File: src/rtl/sd_host_pkg.sv
// Shared definitions for the SD host Wishbone front end: address map, status word layout, FSM states.
package sd_host_pkg;

    localparam logic [4:0] ADR_CMD_EXEC  = 5'd16;
    localparam logic [4:0] ADR_FIFO_WR   = 5'd17;
    localparam logic [4:0] ADR_FIFO_RD   = 5'd18;
    localparam logic [4:0] ADR_DATA_EXEC = 5'd19;

    localparam int ST_CMD_BUSY   = 0;
    localparam int ST_DATA_BUSY  = 1;
    localparam int ST_TX_FULL    = 2;
    localparam int ST_TX_EMPTY   = 3;
    localparam int ST_RX_FULL    = 4;
    localparam int ST_RX_EMPTY   = 5;
    localparam int ST_RX_OVF     = 6;
    localparam int ST_TX_CNT_LSB = 8;
    localparam int ST_RX_CNT_LSB = 16;

    typedef enum logic {
        WB_IDLE = 1'b0,
        WB_RESP = 1'b1
    } wb_state_e;

    // Addresses 0-15 map straight onto the register file.
    function automatic logic is_reg_adr(input logic [4:0] adr);
        return !adr[4];
    endfunction

endpackage

File: src/rtl/sd_wb_slave_if.sv
// Wishbone request/response bundle between the bench master and the SD host slave.
interface sd_wb_slave_if #(
    parameter int DATA_W = 128
) ();
    logic              strobe_i;
    logic              we_i;
    logic [4:0]        adr_i;
    logic [DATA_W-1:0] wb_data_i;
    logic [DATA_W-1:0] wb_data_o;
    logic              ack_o;
    logic              error_o;

    modport master (
        output strobe_i, we_i, adr_i, wb_data_i,
        input  wb_data_o, ack_o, error_o
    );

    modport slave (
        input  strobe_i, we_i, adr_i, wb_data_i,
        output wb_data_o, ack_o, error_o
    );
endinterface

File: src/rtl/sd_fifo.sv
// Show-ahead FIFO with occupancy count; head is 0 while empty, push-when-full and pop-when-empty are ignored.
// Push/pop take effect at the clock edge; full/empty reflect pre-edge occupancy.
module sd_fifo #(
    parameter int DEPTH = 8,
    parameter int WIDTH = 128
) (
    input  logic                   clk,
    input  logic                   rst,
    input  logic                   push_i,
    input  logic [WIDTH-1:0]       push_dat_i,
    input  logic                   pop_i,
    output logic [WIDTH-1:0]       head_o,
    output logic [$clog2(DEPTH):0] count_o,
    output logic                   full_o,
    output logic                   empty_o
);
    localparam int AW = $clog2(DEPTH);
    localparam int CW = AW + 1;

    logic [WIDTH-1:0] mem_q [DEPTH];
    logic [AW-1:0]    wr_ptr_q, wr_ptr_d;
    logic [AW-1:0]    rd_ptr_q, rd_ptr_d;
    logic [CW-1:0]    count_q, count_d;
    logic             do_push, do_pop;

    assign full_o  = (count_q == CW'(DEPTH));
    assign empty_o = (count_q == '0);
    assign do_push = push_i && !full_o;
    assign do_pop  = pop_i && !empty_o;
    assign count_o = count_q;
    assign head_o  = empty_o ? '0 : mem_q[rd_ptr_q];

    // Pointers are exactly AW bits wide, so they wrap for power-of-two depths.
    always_comb begin
        wr_ptr_d = wr_ptr_q;
        rd_ptr_d = rd_ptr_q;
        if (do_push) wr_ptr_d = wr_ptr_q + 1'b1;
        if (do_pop)  rd_ptr_d = rd_ptr_q + 1'b1;
        count_d = count_q + CW'(do_push) - CW'(do_pop);
    end

    always_ff @(posedge clk) begin
        if (rst) begin
            wr_ptr_q <= '0;
            rd_ptr_q <= '0;
            count_q  <= '0;
        end else begin
            wr_ptr_q <= wr_ptr_d;
            rd_ptr_q <= rd_ptr_d;
            count_q  <= count_d;
        end
    end

    always_ff @(posedge clk) begin
        if (do_push) mem_q[wr_ptr_q] <= push_dat_i;
    end

endmodule

File: src/rtl/sd_wb_slave.sv
// Wishbone slave for the SD host: register file, cmd/data exec triggers, TX/RX FIFOs; one ack/error 1 cycle after strobe,
// one access per 2 cycles. SD_WB_ERR_RESP_EN enables error_o; otherwise illegal accesses are acked and have no effect.
module sd_wb_slave
    import sd_host_pkg::*;
#(
    parameter int FIFO_DEPTH = 8,
    parameter int DATA_W     = 128,
    parameter int REG_W      = 32
) (
    input  logic              wb_clock,
    input  logic              reset,
    sd_wb_slave_if.slave      wb,
    input  logic [DATA_W-1:0] host_data_i,
    input  logic              cmd_done_i,
    input  logic              data_done_i,
    output logic              cmd_start_o,
    output logic              data_start_o,
    output logic [DATA_W-1:0] tx_data_o,
    output logic              tx_empty_o,
    input  logic              tx_pop_i
);
    localparam int CW = $clog2(FIFO_DEPTH) + 1;

    wb_state_e         state_q, state_d;
    logic              ack_q, ack_d;
`ifdef SD_WB_ERR_RESP_EN
    logic              err_q, err_d;
`endif
    logic              cmd_start_q, cmd_start_d;
    logic              data_start_q, data_start_d;
    logic [DATA_W-1:0] rdata_q, rdata_d;
    logic [REG_W-1:0]  regs_q [16];
    logic [REG_W-1:0]  regs_d [16];
    logic              cmd_busy_q, cmd_busy_d;
    logic              data_busy_q, data_busy_d;
    logic              rx_ovf_q, rx_ovf_d;
    logic              done_prev_q;

    logic              illegal;
    logic              tx_push, rx_pop, rx_push;
    logic              tx_full, rx_full, rx_empty;
    logic [CW-1:0]     tx_count, rx_count;
    logic [DATA_W-1:0] rx_head;
    logic [DATA_W-1:0] status;

    assign rx_push = data_done_i && !done_prev_q;

    sd_fifo #(.DEPTH(FIFO_DEPTH), .WIDTH(DATA_W)) u_tx_fifo (
        .clk        (wb_clock),
        .rst        (reset),
        .push_i     (tx_push),
        .push_dat_i (wb.wb_data_i),
        .pop_i      (tx_pop_i),
        .head_o     (tx_data_o),
        .count_o    (tx_count),
        .full_o     (tx_full),
        .empty_o    (tx_empty_o)
    );

    sd_fifo #(.DEPTH(FIFO_DEPTH), .WIDTH(DATA_W)) u_rx_fifo (
        .clk        (wb_clock),
        .rst        (reset),
        .push_i     (rx_push),
        .push_dat_i (host_data_i),
        .pop_i      (rx_pop),
        .head_o     (rx_head),
        .count_o    (rx_count),
        .full_o     (rx_full),
        .empty_o    (rx_empty)
    );

    always_comb begin
        status                        = '0;
        status[ST_CMD_BUSY]           = cmd_busy_q;
        status[ST_DATA_BUSY]          = data_busy_q;
        status[ST_TX_FULL]            = tx_full;
        status[ST_TX_EMPTY]           = tx_empty_o;
        status[ST_RX_FULL]            = rx_full;
        status[ST_RX_EMPTY]           = rx_empty;
        status[ST_RX_OVF]             = rx_ovf_q;
        status[ST_TX_CNT_LSB +: 8]    = 8'(tx_count);
        status[ST_RX_CNT_LSB +: 8]    = 8'(rx_count);
    end

    always_comb begin
        state_d      = state_q;
        ack_d        = 1'b0;
`ifdef SD_WB_ERR_RESP_EN
        err_d        = 1'b0;
`endif
        cmd_start_d  = 1'b0;
        data_start_d = 1'b0;
        rdata_d      = rdata_q;
        regs_d       = regs_q;
        illegal      = 1'b0;
        tx_push      = 1'b0;
        rx_pop       = 1'b0;
        rx_ovf_d     = rx_ovf_q;
        cmd_busy_d   = (cmd_busy_q && cmd_done_i) ? 1'b0 : cmd_busy_q;
        data_busy_d  = (data_busy_q && data_done_i) ? 1'b0 : data_busy_q;

        case (state_q)
            WB_IDLE: begin
                if (wb.strobe_i) begin
                    state_d = WB_RESP;
                    if (is_reg_adr(wb.adr_i)) begin
                        if (wb.we_i) regs_d[wb.adr_i[3:0]] = wb.wb_data_i[REG_W-1:0];
                        else         rdata_d = DATA_W'(regs_q[wb.adr_i[3:0]]);
                    end else begin
                        case (wb.adr_i)
                            ADR_CMD_EXEC, ADR_DATA_EXEC: begin
                                if (!wb.we_i) begin
                                    rdata_d  = status;
                                    rx_ovf_d = 1'b0;
                                end else if (wb.adr_i == ADR_CMD_EXEC) begin
                                    // Busy is judged on the pre-edge value; a same-cycle done does not help.
                                    if (cmd_busy_q) illegal = 1'b1;
                                    else begin
                                        cmd_busy_d  = 1'b1;
                                        cmd_start_d = 1'b1;
                                    end
                                end else begin
                                    if (data_busy_q) illegal = 1'b1;
                                    else begin
                                        data_busy_d  = 1'b1;
                                        data_start_d = 1'b1;
                                    end
                                end
                            end
                            ADR_FIFO_WR: begin
                                if (wb.we_i && !tx_full) tx_push = 1'b1;
                                else                     illegal = 1'b1;
                            end
                            ADR_FIFO_RD: begin
                                if (!wb.we_i && !rx_empty) begin
                                    rdata_d = rx_head;
                                    rx_pop  = 1'b1;
                                end else begin
                                    illegal = 1'b1;
                                end
                            end
                            default: illegal = 1'b1;
                        endcase
                    end
`ifdef SD_WB_ERR_RESP_EN
                    err_d = illegal;
                    ack_d = !illegal;
`else
                    ack_d = 1'b1;
                    if (illegal && !wb.we_i) rdata_d = '0;
`endif
                end
            end
            WB_RESP: state_d = WB_IDLE;
            default: state_d = WB_IDLE;
        endcase

        // A drop on a full RX FIFO wins over a same-cycle status-read clear.
        if (rx_push && rx_full) rx_ovf_d = 1'b1;
    end

    always_ff @(posedge wb_clock) begin
        if (reset) begin
            state_q      <= WB_IDLE;
            ack_q        <= 1'b0;
`ifdef SD_WB_ERR_RESP_EN
            err_q        <= 1'b0;
`endif
            cmd_start_q  <= 1'b0;
            data_start_q <= 1'b0;
            rdata_q      <= '0;
            regs_q       <= '{default: '0};
            cmd_busy_q   <= 1'b0;
            data_busy_q  <= 1'b0;
            rx_ovf_q     <= 1'b0;
            done_prev_q  <= 1'b0;
        end else begin
            state_q      <= state_d;
            ack_q        <= ack_d;
`ifdef SD_WB_ERR_RESP_EN
            err_q        <= err_d;
`endif
            cmd_start_q  <= cmd_start_d;
            data_start_q <= data_start_d;
            rdata_q      <= rdata_d;
            regs_q       <= regs_d;
            cmd_busy_q   <= cmd_busy_d;
            data_busy_q  <= data_busy_d;
            rx_ovf_q     <= rx_ovf_d;
            done_prev_q  <= data_done_i;
        end
    end

    assign wb.wb_data_o = rdata_q;
    assign wb.ack_o     = ack_q;
`ifdef SD_WB_ERR_RESP_EN
    assign wb.error_o   = err_q;
`else
    assign wb.error_o   = 1'b0;
`endif
    assign cmd_start_o  = cmd_start_q;
    assign data_start_o = data_start_q;

endmodule

File: src/flat_wrapper.sv
// flat-port wrapper written by rule: the top's interface ports become plain ports
module sd_wb_slave_flat import sd_host_pkg::*;
#(
    parameter int FIFO_DEPTH = 8,
    parameter int DATA_W     = 128,
    parameter int REG_W      = 32
)
  (wb_clock, reset, host_data_i, cmd_done_i, data_done_i, cmd_start_o, data_start_o, tx_data_o, tx_empty_o, tx_pop_i, wb_strobe_i, wb_we_i, wb_adr_i, wb_wb_data_i, wb_wb_data_o, wb_ack_o, wb_error_o);
  sd_wb_slave_if #(.DATA_W(DATA_W)) wb_i ();
  input  logic wb_clock;
  input  logic reset;
  input  logic [DATA_W-1:0] host_data_i;
  input  logic cmd_done_i;
  input  logic data_done_i;
  output logic cmd_start_o;
  output logic data_start_o;
  output logic [DATA_W-1:0] tx_data_o;
  output logic tx_empty_o;
  input  logic tx_pop_i;
  input wire logic [$bits(wb_i.strobe_i)-1:0] wb_strobe_i;
  input wire logic [$bits(wb_i.we_i)-1:0] wb_we_i;
  input wire logic [$bits(wb_i.adr_i)-1:0] wb_adr_i;
  input wire logic [$bits(wb_i.wb_data_i)-1:0] wb_wb_data_i;
  output wire logic [$bits(wb_i.wb_data_o)-1:0] wb_wb_data_o;
  output wire logic [$bits(wb_i.ack_o)-1:0] wb_ack_o;
  output wire logic [$bits(wb_i.error_o)-1:0] wb_error_o;
  assign wb_i.strobe_i = wb_strobe_i;
  assign wb_i.we_i = wb_we_i;
  assign wb_i.adr_i = wb_adr_i;
  assign wb_i.wb_data_i = wb_wb_data_i;
  assign wb_wb_data_o = wb_i.wb_data_o;
  assign wb_ack_o = wb_i.ack_o;
  assign wb_error_o = wb_i.error_o;
  sd_wb_slave #(.FIFO_DEPTH(FIFO_DEPTH), .DATA_W(DATA_W), .REG_W(REG_W)) u_core (.wb_clock(wb_clock), .reset(reset), .wb(wb_i), .host_data_i(host_data_i), .cmd_done_i(cmd_done_i), .data_done_i(data_done_i), .cmd_start_o(cmd_start_o), .data_start_o(data_start_o), .tx_data_o(tx_data_o), .tx_empty_o(tx_empty_o), .tx_pop_i(tx_pop_i));
endmodule
File: config.mk
export PLATFORM = sky130hd
export DESIGN_NAME = sd_wb_slave_flat
export DESIGN_NICKNAME = d
export VERILOG_FILES = /design/src/rtl/sd_host_pkg.sv /design/src/rtl/sd_wb_slave_if.sv /design/src/rtl/sd_fifo.sv /design/src/rtl/sd_wb_slave.sv /design/src/flat_wrapper.sv
export SDC_FILE = /design/constraint.sdc
export NUM_CORES = 2
export LEC_CHECK = 0
export ABC_AREA = 1
export CAP_MARGIN = 10
export CORE_MARGIN = 2
export CORE_UTILIZATION = 25
export DETAILED_ROUTE_END_ITERATION = 16
export PLACE_DENSITY_LB_ADDON = 0.3
export SLEW_MARGIN = 10
export SYNTH_ARGS = -nofsm -noshare
export SYNTH_HDL_FRONTEND = slang
export SYNTH_SLANG_ARGS = --single-unit
File: constraint.sdc
create_clock -name wb_clock -period 12.7 [get_ports wb_clock]
set_input_delay 1.905 -clock wb_clock [delete_from_list [all_inputs] [get_ports wb_clock]]
set_output_delay 1.905 -clock wb_clock [all_outputs]
set_load 0.005 [all_outputs]
==> results.toml <==
[floorplan]
num_rows = 240
chipWidth_um = 659.5
top_level_ports = 529
die_height_um = 659.5
core_area_sq_mm = 0.4276
initial_core_util = 0.2512
floorplan.die_area_sq_mm = 0.4349

[timing]
timing_hold_violations_final = 0
maximum_clock_skew_at_final_layout_ns = 0.06738
min_period_over_period = 0.5703
finalSetupViolations = 0
max_freq_ghz = 0.1381
tns_ns = 0
setup_repair_after_global_routing_missed_its_margin = "false"
max_slew.worst_pin.slew_ns = 1.297
slew_viol_final = 0
slew-limit-headroom = 0.1329
final.min_clock_period_ns = 7.243
holdWs_ns = 0.4505

[status]
outcome = "completed"

[cts]
cts.path.max_buffers = 4
post-cts-setup-buffer-count = 0
tritoncts = "built"
root_cell_of_the_clock_tree = "clkbuf_16"
clk_pin_slew_worst_paths_ns = 0.06
worstSkewPairLatency_ns = 0.91
clock_tree.htree_level_count = 5
cts.hold.buffers_added = 0
cts-buffers-inserted = 310
cts_repair_resize_count = 0
cts.sink_count = 2721

[routing]
totalWireLength_um = 332000
remaining_drc_errors = 0
first_iter_violations = 6204
routed_via_density = 4.609
drtAntennaViolNets = 0
detail_route.wl_per_cell_um = 20.52
drt_first_pass_iters = 6
number_of_vias_in_the_routed_layout = 74557

[setup_path]
start_kind = "flip-flop"
worst-endpoint-arrival_ns = 5.34
worst_path_largest_cell_delay_ns = 0.78
critical_path.top_delay_family = "buffers and inverters"
reg2reg_depth = 10
worst-setup-path-type = "flip-flop to primary output"
critical-path-slowest-cell = "dfxtp_4"
critical_path_required_ns = 10.80
crit_chain = "buf_4 -> buf_4 -> buf_12 -> o21ai_0 -> o22ai_1 -> o21ai_0 -> a31oi_1 -> clkdlybuf4s50_1"
crit_fanout = 186
setup.worst_path.end_class = "primary output"
path_depth = 8
crit_buf_inv = 4

[cells_and_area]
finish.net_count = 10496
area_growth_pct = 19.52
finalInstanceArea_sq_mm = 0.1284
final_layout_size_suffix_gt1_frac = 0.06637
fin_util = 0.3003
final-instance-count-excl-fill = 16178

[placement]
finalWeightedCongestion = 0.7559
post_dp_cell_area_sq_mm = 0.1183
buffer_ports.inserted = 527
placed_cells_incl_taps = 15583
dp.final_hpwl_um = 178400

[global_route]
grt_first_pass_wirelength_um = 482000
grtUsageTotal = 0.1462
grt_start_max_net_pins = 268
antenna_found_initial = 89
globalRoute.totalOverflow = 0
vias_in_the_first_global_route = 70626

[synthesis]
synth_enable_flop_cells = 2048
syn-instance-count = 9959
dominant_cells_by_area_after_synthesis = "edfxtp_1 (57%), dfxtp_1 (13%), o21ai_0 (8.3%), nor2_1 (7.4%), nand2_1 (3.4%)"
dominantRegCellSynth = "edfxtp_1"
synth.distinct_cells = 43
sequential_area_share_after_synthesis = 0.6979
synth-seq-cells = 2721
yosys_warnings = 0
post-synth-top-count-cell = "nor2_1"
syn-cell-area_sq_mm = 0.1074
synth_top_cells_by_count = "nor2_1 (2104), edfxtp_1 (2048), o21ai_0 (1781)"
post-synth-top-area-cell = "edfxtp_1"
synth_area_per_cell_sq_um = 10.79
syn_nets = 10245
share_of_synthesized_registers_carrying_an_async_set_or_reset = 0
synth_top_area_share = 0.5725

[job]
maxCapViolCount = 0

[min_path]
worstHoldPathCells = 2
worstHoldPathType = "flip-flop to flip-flop"

[power]
p_leak_nw = 43.71
p_per_area_mw_per_mm2 = 172.2
ir_drop_uv = 109.1
==> cell usage in the layout, fill, tap and decap left out, drive strengths merged, types with 12 or more instances in the layout <==
cell type      count
a21oi            508
a31oi            128
buf              149
bufinv            12
clkbuf           424
clkdlybuf4s50    524
clkinv           108
dfxtp            673
diode             34
edfxtp          2048
ha                16
inv              334
nand2            991
nand3            146
nor2            2117
o211ai            59
o21ai           1811
o22ai            327
or2               39
==> area by class of cell <==
type                    count  area [sq um]
diodes                     34         85.08
clock buffers             424          8601
clock inverters           135          1378
fillers                 43906        299200
inverters                 322          1259
multi-input cells        6182         28360
flip-flops and latches   2721         74990
well taps                5687          7116
repair buffers            673          6609
==> worst paths after layout <==
kind                            from                  endpoint  slack (ns)
setup / recovery           flip-flop             tx_data_o[72]        5.46
hold / removal    u_core.regs_q[395]        u_core.regs_q[395]        0.45
setup reg to reg           flip-flop  u_core.wb.wb_data_o[111]        8.34
hold reg to reg   u_core.regs_q[395]        u_core.regs_q[395]        0.45
==> logic make-up after synthesis <==
family,Yosys count,synth area share
buf+inv,1056,0.03967
flops,2721,0.6979
simple gates,3309,0.1199
compound gates,2852,0.1401
fa+ha+maj,18,0.002236
xor+xnor,2,0.0001631
other cells,1,0.00003491
==> sequential cells by signal, indices dropped and copies added (netlist names), 3 cells and up, named ones only <==
name                       flops
u_core.regs_q                512
u_core.wb.wb_data_o          128
u_core.u_tx_fifo.wr_ptr_q      3
u_core.u_rx_fifo.count_o       4
u_core.u_tx_fifo.mem_q      1024
u_core.u_rx_fifo.wr_ptr_q      3
u_core.u_tx_fifo.rd_ptr_q      3
u_core.u_rx_fifo.rd_ptr_q      3
u_core.u_tx_fifo.count_o       4
u_core.u_rx_fifo.mem_q      1024
==> worst reg2reg max path, stage by stage (launching register included) <==
cell	delay (ns)
dfxtp_4	0.74
buf_4	0.74
buf_4	0.77
buf_4	1.02
or2_2	0.25
o21ai_0	0.07
o22ai_1	0.17
nand2_1	0.07
nand2_1	0.23
nand2_1	0.09
a21oi_1	0.14
==> per-layer routing <==
layer / track usage / routed length (um) / share of wire / vias to the layer above
met1: 0.1974 / 147800 / 0.45 / 36328
met5: 0 / 401 / 0.0012 / -
met4: 0.03964 / 8405 / 0.025 / 66
li1: - / - / - / 35456
met3: 0.02773 / 22150 / 0.067 / 524
met2: 0.2391 / 153200 / 0.46 / 2183
==> per-stage QoR <==
stage / power (mW) / setup slack (ns)
6_report: 22.11 / 5.457
5_1_grt: 23.03 / 4.985
4_1_cts: 22.38 / 5.266
3_5_place_dp: 13.58 / 5.822
3_3_place_gp: 13.58 / 5.730
2_1_floorplan: 11.74 / 0.3280
==> where the power goes <==
part           switching (mW)  internal [mW]
clock                    3.72           5.03
combinational            2.22           1.28
sequential              0.103           9.75
total                    6.04           16.1
(Power assumes the default switching activity.)
